===== src/rtl/ft245_cmd_parser.sv =====
// Pulls bytes from the FT245 read FIFO, frames them as sync/addr/data/xor-checksum
// commands and hands each good command to the register logic over valid/ready.
//   state  | meaning
//   S_HUNT | discarding bytes until the sync marker
//   S_ADDR | waiting for the address byte
//   S_DATA | collecting payload bytes, first byte ends up in the MSBs
//   S_CHK  | waiting for the checksum byte
//   S_OUT  | command presented, intake paused until accepted
module ft245_cmd_parser #(
    parameter int          DATA_BYTES = 4,
    parameter logic [7:0]  SYNC_BYTE  = 8'hA5,
    parameter int          TIMEOUT    = 1024
) (
    input  logic                    clk,
    input  logic                    rst,
    output logic                    rden,
    input  logic [7:0]              rddata,
    input  logic                    rdfifo_empty,
    output logic                    cmd_valid,
    input  logic                    cmd_ready,
    output logic [7:0]              cmd_addr,
    output logic [8*DATA_BYTES-1:0] cmd_data,
    output logic                    err_checksum,
    output logic                    err_timeout,
    output logic [15:0]             frame_cnt
);
    localparam int DW = 8 * DATA_BYTES;
    localparam int IW = (DATA_BYTES > 1) ? $clog2(DATA_BYTES) : 1;
    localparam int TW = $clog2(TIMEOUT);
    localparam logic [IW-1:0] IDX_LAST = IW'(DATA_BYTES - 1);
    localparam logic [TW-1:0] TMO_LAST = TW'(TIMEOUT - 1);

    typedef enum logic [2:0] {S_HUNT, S_ADDR, S_DATA, S_CHK, S_OUT} state_t;

    state_t          state_q, state_d;
    logic            rd_pend_q, rd_pend_d;
    logic [TW-1:0]   tmo_q, tmo_d;
    logic [IW-1:0]   idx_q, idx_d;
    logic [7:0]      chk_q, chk_d;
    logic [7:0]      addr_sh_q, addr_sh_d;
    logic [DW-1:0]   data_sh_q, data_sh_d;
    logic [7:0]      cmd_addr_q, cmd_addr_d;
    logic [DW-1:0]   cmd_data_q, cmd_data_d;
    logic            err_chk_q, err_chk_d;
    logic            err_tmo_q, err_tmo_d;
    logic [15:0]     frame_cnt_q, frame_cnt_d;
    logic            byte_v;

    // rden is gated by rst so every output reads 0 while reset is held
    assign rden   = !rst && !rdfifo_empty && !rd_pend_q && (state_q != S_OUT);
    assign byte_v = rd_pend_q;

    always_comb begin
        state_d     = state_q;
        rd_pend_d   = rden;
        tmo_d       = '0;
        idx_d       = idx_q;
        chk_d       = chk_q;
        addr_sh_d   = addr_sh_q;
        data_sh_d   = data_sh_q;
        cmd_addr_d  = cmd_addr_q;
        cmd_data_d  = cmd_data_q;
        err_chk_d   = 1'b0;
        err_tmo_d   = 1'b0;
        frame_cnt_d = frame_cnt_q;

        // A byte arriving on the terminal count wins over the timeout
        if (state_q inside {S_ADDR, S_DATA, S_CHK} && !byte_v) begin
            if (tmo_q == TMO_LAST) begin
                err_tmo_d = 1'b1;
                state_d   = S_HUNT;
            end else begin
                tmo_d = tmo_q + 1'b1;
            end
        end

        case (state_q)
            S_HUNT: begin
                if (byte_v && rddata == SYNC_BYTE) state_d = S_ADDR;
            end
            S_ADDR: begin
                if (byte_v) begin
                    addr_sh_d = rddata;
                    chk_d     = rddata;
                    idx_d     = '0;
                    state_d   = S_DATA;
                end
            end
            S_DATA: begin
                if (byte_v) begin
                    data_sh_d = (data_sh_q << 8) | DW'(rddata);
                    chk_d     = chk_q ^ rddata;
                    idx_d     = idx_q + 1'b1;
                    if (idx_q == IDX_LAST) state_d = S_CHK;
                end
            end
            S_CHK: begin
                if (byte_v) begin
                    if (rddata == chk_q) begin
                        cmd_addr_d = addr_sh_q;
                        cmd_data_d = data_sh_q;
                        state_d    = S_OUT;
                    end else begin
                        err_chk_d = 1'b1;
                        state_d   = S_HUNT;
                    end
                end
            end
            S_OUT: begin
                if (cmd_ready) begin
                    frame_cnt_d = frame_cnt_q + 16'd1;
                    state_d     = S_HUNT;
                end
            end
            default: state_d = S_HUNT;
        endcase
    end

    always_ff @(posedge clk or posedge rst) begin
        if (rst) begin
            state_q     <= S_HUNT;
            rd_pend_q   <= 1'b0;
            tmo_q       <= '0;
            idx_q       <= '0;
            chk_q       <= '0;
            addr_sh_q   <= '0;
            data_sh_q   <= '0;
            cmd_addr_q  <= '0;
            cmd_data_q  <= '0;
            err_chk_q   <= 1'b0;
            err_tmo_q   <= 1'b0;
            frame_cnt_q <= '0;
        end else begin
            state_q     <= state_d;
            rd_pend_q   <= rd_pend_d;
            tmo_q       <= tmo_d;
            idx_q       <= idx_d;
            chk_q       <= chk_d;
            addr_sh_q   <= addr_sh_d;
            data_sh_q   <= data_sh_d;
            cmd_addr_q  <= cmd_addr_d;
            cmd_data_q  <= cmd_data_d;
            err_chk_q   <= err_chk_d;
            err_tmo_q   <= err_tmo_d;
            frame_cnt_q <= frame_cnt_d;
        end
    end

    assign cmd_valid    = (state_q == S_OUT);
    assign cmd_addr     = cmd_addr_q;
    assign cmd_data     = cmd_data_q;
    assign err_checksum = err_chk_q;
    assign err_timeout  = err_tmo_q;
    assign frame_cnt    = frame_cnt_q;

endmodule

===== config.mk =====
export PLATFORM = sky130hd
export DESIGN_NAME = ft245_cmd_parser
export DESIGN_NICKNAME = d
export VERILOG_FILES = /design/src/rtl/ft245_cmd_parser.sv
export SDC_FILE = /design/constraint.sdc
export NUM_CORES = 1
export LEC_CHECK = 0
export CAP_MARGIN = 10
export CORE_MARGIN = 5
export CORE_UTILIZATION = 49
export CTS_CLUSTER_DIAMETER = 100
export CTS_CLUSTER_SIZE = 40
export DETAILED_ROUTE_END_ITERATION = 10
export PLACE_DENSITY = 0.77
export SLEW_MARGIN = 20
export SYNTH_ARGS = -nofsm -noshare
export SYNTH_HDL_FRONTEND = slang
export SYNTH_SLANG_ARGS = --single-unit

===== constraint.sdc =====
create_clock -name clk -period 4.1 [get_ports clk]
set_input_delay 0.82 -clock clk [delete_from_list [all_inputs] [get_ports clk]]
set_output_delay 0.82 -clock clk [all_outputs]
set_load 0.01 [all_outputs]

==> results of run 1 <==
-- cells in the final DEF, fill, tap and decap left out, types with 13 or more instances in the layout --
cell                              netlist  routed
sky130_fd_sc_hd__clkbuf_16              0      16
sky130_fd_sc_hd__clkdlybuf4s50_1        0      71
sky130_fd_sc_hd__a21oi_1               15      15
sky130_fd_sc_hd__mux2_4                39      39
sky130_fd_sc_hd__xor2_1                16      16
sky130_fd_sc_hd__xnor2_1               13      13
sky130_fd_sc_hd__nor2_1                19      19
sky130_fd_sc_hd__nand2_1               15      15
sky130_fd_sc_hd__mux2_2                43      43
sky130_fd_sc_hd__dfrtp_1              122     122
-- metal layers --
layer	wire, um	global-route usage	up-vias
met5	0	0	-
met4	109	0.0505	0
met3	441	0.0568	13
met2	5140	0.265	71
met1	4570	0.221	1640
li1	-	-	1504
-- state kept, by name, summed over array words and instances, names as in the netlist --
| register | flops |
|---|---|
| addr_sh_q | 8 |
| byte_v | 1 |
| chk_q | 8 |
| cmd_addr | 8 |
| cmd_data | 32 |
| data_sh_q | 32 |
| err_checksum | 1 |
| err_timeout | 1 |
| frame_cnt | 16 |
| idx_q | 2 |
| state_q | 3 |
| tmo_q | 10 |
-- worst register-to-register path, stage by stage (launching register included) --
cell                       delay (ps)
sky130_fd_sc_hd__dfrtp_1          540
sky130_fd_sc_hd__and4bb_2        1060
sky130_fd_sc_hd__or2_2            290
sky130_fd_sc_hd__nor2_1            50
sky130_fd_sc_hd__a311oi_1         230
-- through the flow --
stage / total power, W / instance area [um2] / utilization / worst slack, ps / hold WS [ps]
after floorplan: 0.00200 / 5270 / - / 37.5 / 448
after global placement: 0.00211 / 6090 / 0.585 / 1090 / 463
after detailed placement: 0.00216 / 6090 / 0.585 / 1040 / 471
after CTS: 0.00378 / 6740 / 0.647 / 575 / 483
after global routing: 0.00394 / 6740 / 0.647 / 448 / 509
final: 0.00375 / 6740 / 0.647 / 607 / 476
-- path summary, 6_finish.rpt --
check,endpoint,start,cells after the start
min reg2reg,frame_cnt[15],frame_cnt[15],1
max,rden,state_q[0],4
max reg2reg,chk_q[1],state_q[0],4
max in group asynchronous,chk_q[1],rst,3
min in group asynchronous,frame_cnt[15],rst,2
min,frame_cnt[15],frame_cnt[15],1
-- logic make-up (layout without fill, tap and decap cells) --
logic type               after synthesis  after routing  share of synthesized area
AO/OA/AOI/OAI                         38             38                     0.0482
buffers and inverters                 20            111                     0.0301
adder cells (fa/ha/maj)                3              3                    0.00712
XOR/XNOR                              29             29                     0.0482
multiplexers                          82             82                      0.203
flip-flops                           122            122                      0.579
AND/OR/NAND/NOR                       79             79                     0.0847
-- where the power goes --
| part | switching, W | internal, W | total (W) |
|---|---|---|---|
| Sequential | 0.000203 | 0.00143 | 0.00164 |
| Clock | 0.000543 | 0.00107 | 0.00161 |
| Combinational | 0.000226 | 0.000279 | 0.000505 |
| Total | 0.000973 | 0.00278 | 0.00375 |
-- cell type report --
cell class | instances | area, um2 | area share
inverters | 4 | 17.5 | 0.00260
multi-input cells | 231 | 2070 | 0.307
flip-flops and latches | 122 | 3050 | 0.453
clock inverters | 14 | 221 | 0.0329
clock buffers | 18 | 428 | 0.0635
repair buffers | 75 | 778 | 0.116
well taps | 136 | 170 | 0.0253
==> results.txt, run 1 <==
- After clock tree synthesis, the clock-pin slew on the worst setup and hold paths is 60 ps.
- The initial antenna violation count was 0.
- STA classifies the critical path startpoint as a register.
- Dividing total power by cell area gives a power density of 557 mW/mm2.
- Total wire length after detailed routing: 10.3 mm
* Number of hold buffers added after cts: 0
- The critical path is of the reg2out type.
- Tmin final: 3490 ps
* Buffers from clock root to sink, at most: 2
* Top fanout value on the critical path: 14
* Floorplan Core Area: 0.0104 mm2
- Worst reg-to-reg setup slack: 1820 ps
- X dimension of the die: roughly 110 um
* Unrepaired setup endpoints after global routing: false
* TritonCTS Buffers: 17
- Vias in the first global route: 3336
- The root buffer cell chosen for the clock tree is sky130_fd_sc_hd__clkbuf_8.
* Cell type group with the largest total delay on the critical path: buffers and inverters
* Fin crit share: 0.852
- Hold Path Class: reg2reg
- The critical path goes through clkinv_1 -> and3_1 -> nor4_1 -> clkdlybuf4s50_1.
- Entering global routing, the biggest net connects 84 pins.
* Dominant cell by count in the synthesized netlist: sky130_fd_sc_hd__dfrtp_1
- Cell leakage power: 3.02 nW
* Synth cell types: 35
- The largest individual stage delay along the critical path comes from the cell sky130_fd_sc_hd__dfrtp_1.
* Worst Path Buf+Inv: 2
- Total of endpoints with negative setup slack in the final report: 0
- Setup skew after layout: 8.63 ps
- The run finished with clean final reports.
- The first global-routing pass estimated 17.2 mm of wire.
- In this design, the stage delay of the slowest critical-path cell is 620 ps.
- Data on the critical path is required at its endpoint by 3280 ps.
* Remaining routing DRC violations: 0
- 0 antenna diodes ended up in the layout.
* Count of cells resized by post-cts repair: 0
- The clock net in this run drives a total of 122 sinks.
- Among all flip-flop cells after synthesis, the most frequent one is sky130_fd_sc_hd__dfrtp_1.
* Fraction of layout instances using a drive strength above 1: 0.274
- Number of design-rule violations left by the first detailed-router iteration: 200
- The total count of hold-check failures in the final report is 0.
- Cell type contributing the most total cell area after synthesis: sky130_fd_sc_hd__dfrtp_1
* Avg Inst Size Synth: 14.1 um2
- Final Non-Filler Cells: 600
- Wire per inst: approximately 17 um
- Total Negative Setup Slacks: 0 ps
- For this configuration, the core starts out at a cell density of 0.506.
- At the end of routability-driven placement, the weighted congestion stood at 0.812.
- Vias after detailed routing: roughly 3200
- The filler cells instantiated in the layout total 746.
- The number of pins exceeding their max-slew limit in the final report is 0.
- After detailed routing, the number of vias per cell comes to 5.38.
- Global routing finished with a remaining overflow of 0.
* Worst EP arrival: between 2000 and 3000 ps
- YS warnings: 0
- Number of core rows: 37
- Number of input and output port buffers inserted: between 70 and 80
* Placed Cells: between 500 and 600
- Vertical die dimension: about 110 um
- The cell area that synthesis handed to floorplanning was 0.00527 mm2.
- Once detail routing completed, the nets flagged for antenna violations numbered 0.
- The worst pin sits at a relative slew slack of 0.324.
- Max IR drop VDD: 0.321 mV
* Total half-perimeter wirelength after legalization and detailed placement: 6.77 mm
- Count of max-cap constraint violations: 0
- TritonCTS clock tree: yes
* Total number of nets in the final design: 466
- Sorting the synthesized cells by how often they occur yields 122 x sky130_fd_sc_hd__dfrtp_1, 43 x sky130_fd_sc_hd__mux2_2, 39 x sky130_fd_sc_hd__mux2_4.
- Synthesis inferred 122 register bits.
* First-pass DRT Iterations: 4
- Relative to the synthesized area, the layout overhead comes to 27.8%.
- Worst-margin pin slew: 1010 ps
* Post-synthesis cell count: approximately 370
* Syn nets: 388
* Total Routing Usage GR: 0.168
* Proportion of synthesized flip-flops having asynchronous set or reset: 1.00
- Source-to-sink clock delay at the later pin of the worst-skew pair: roughly 520 ps
- Boundary pin count: 72
- Sequential fraction of the synthesis area: 0.579
- Category of the worst setup path capture point: output port
* Die ar.: 0.0129 mm2
* EDFF count, synth: 0
* Fraction of post-synthesis cell area in the top cell type by area: 0.579
* Peak clock frequency supported by timing: 0.286 GHz
* Post-CTS setup-driven buffer insertion count: 0
* Top area cells in the synthesized netlist: sky130_fd_sc_hd__dfrtp_1 58%, sky130_fd_sc_hd__mux2_4 11%, sky130_fd_sc_hd__mux2_2 9.2%, sky130_fd_sc_hd__xor2_1 2.7%, sky130_fd_sc_hd__xnor2_1 2.2%
- The clock tree synthesis step divided the H-tree into 4 levels.
Note: power is estimated with default switching activity, not from simulation.
==> inputs of run 2 (changes only) <==
--- a/config.mk
+++ b/config.mk
@@ -12,7 +12,6 @@
 export CTS_CLUSTER_SIZE = 40
 export DETAILED_ROUTE_END_ITERATION = 10
 export PLACE_DENSITY = 0.77
-export SLEW_MARGIN = 20
 export SYNTH_ARGS = -nofsm -noshare
 export SYNTH_HDL_FRONTEND = slang
 export SYNTH_SLANG_ARGS = --single-unit
==> results of run 2 <==
No change in the layout: final DEF, timing and power equal those of run 1.
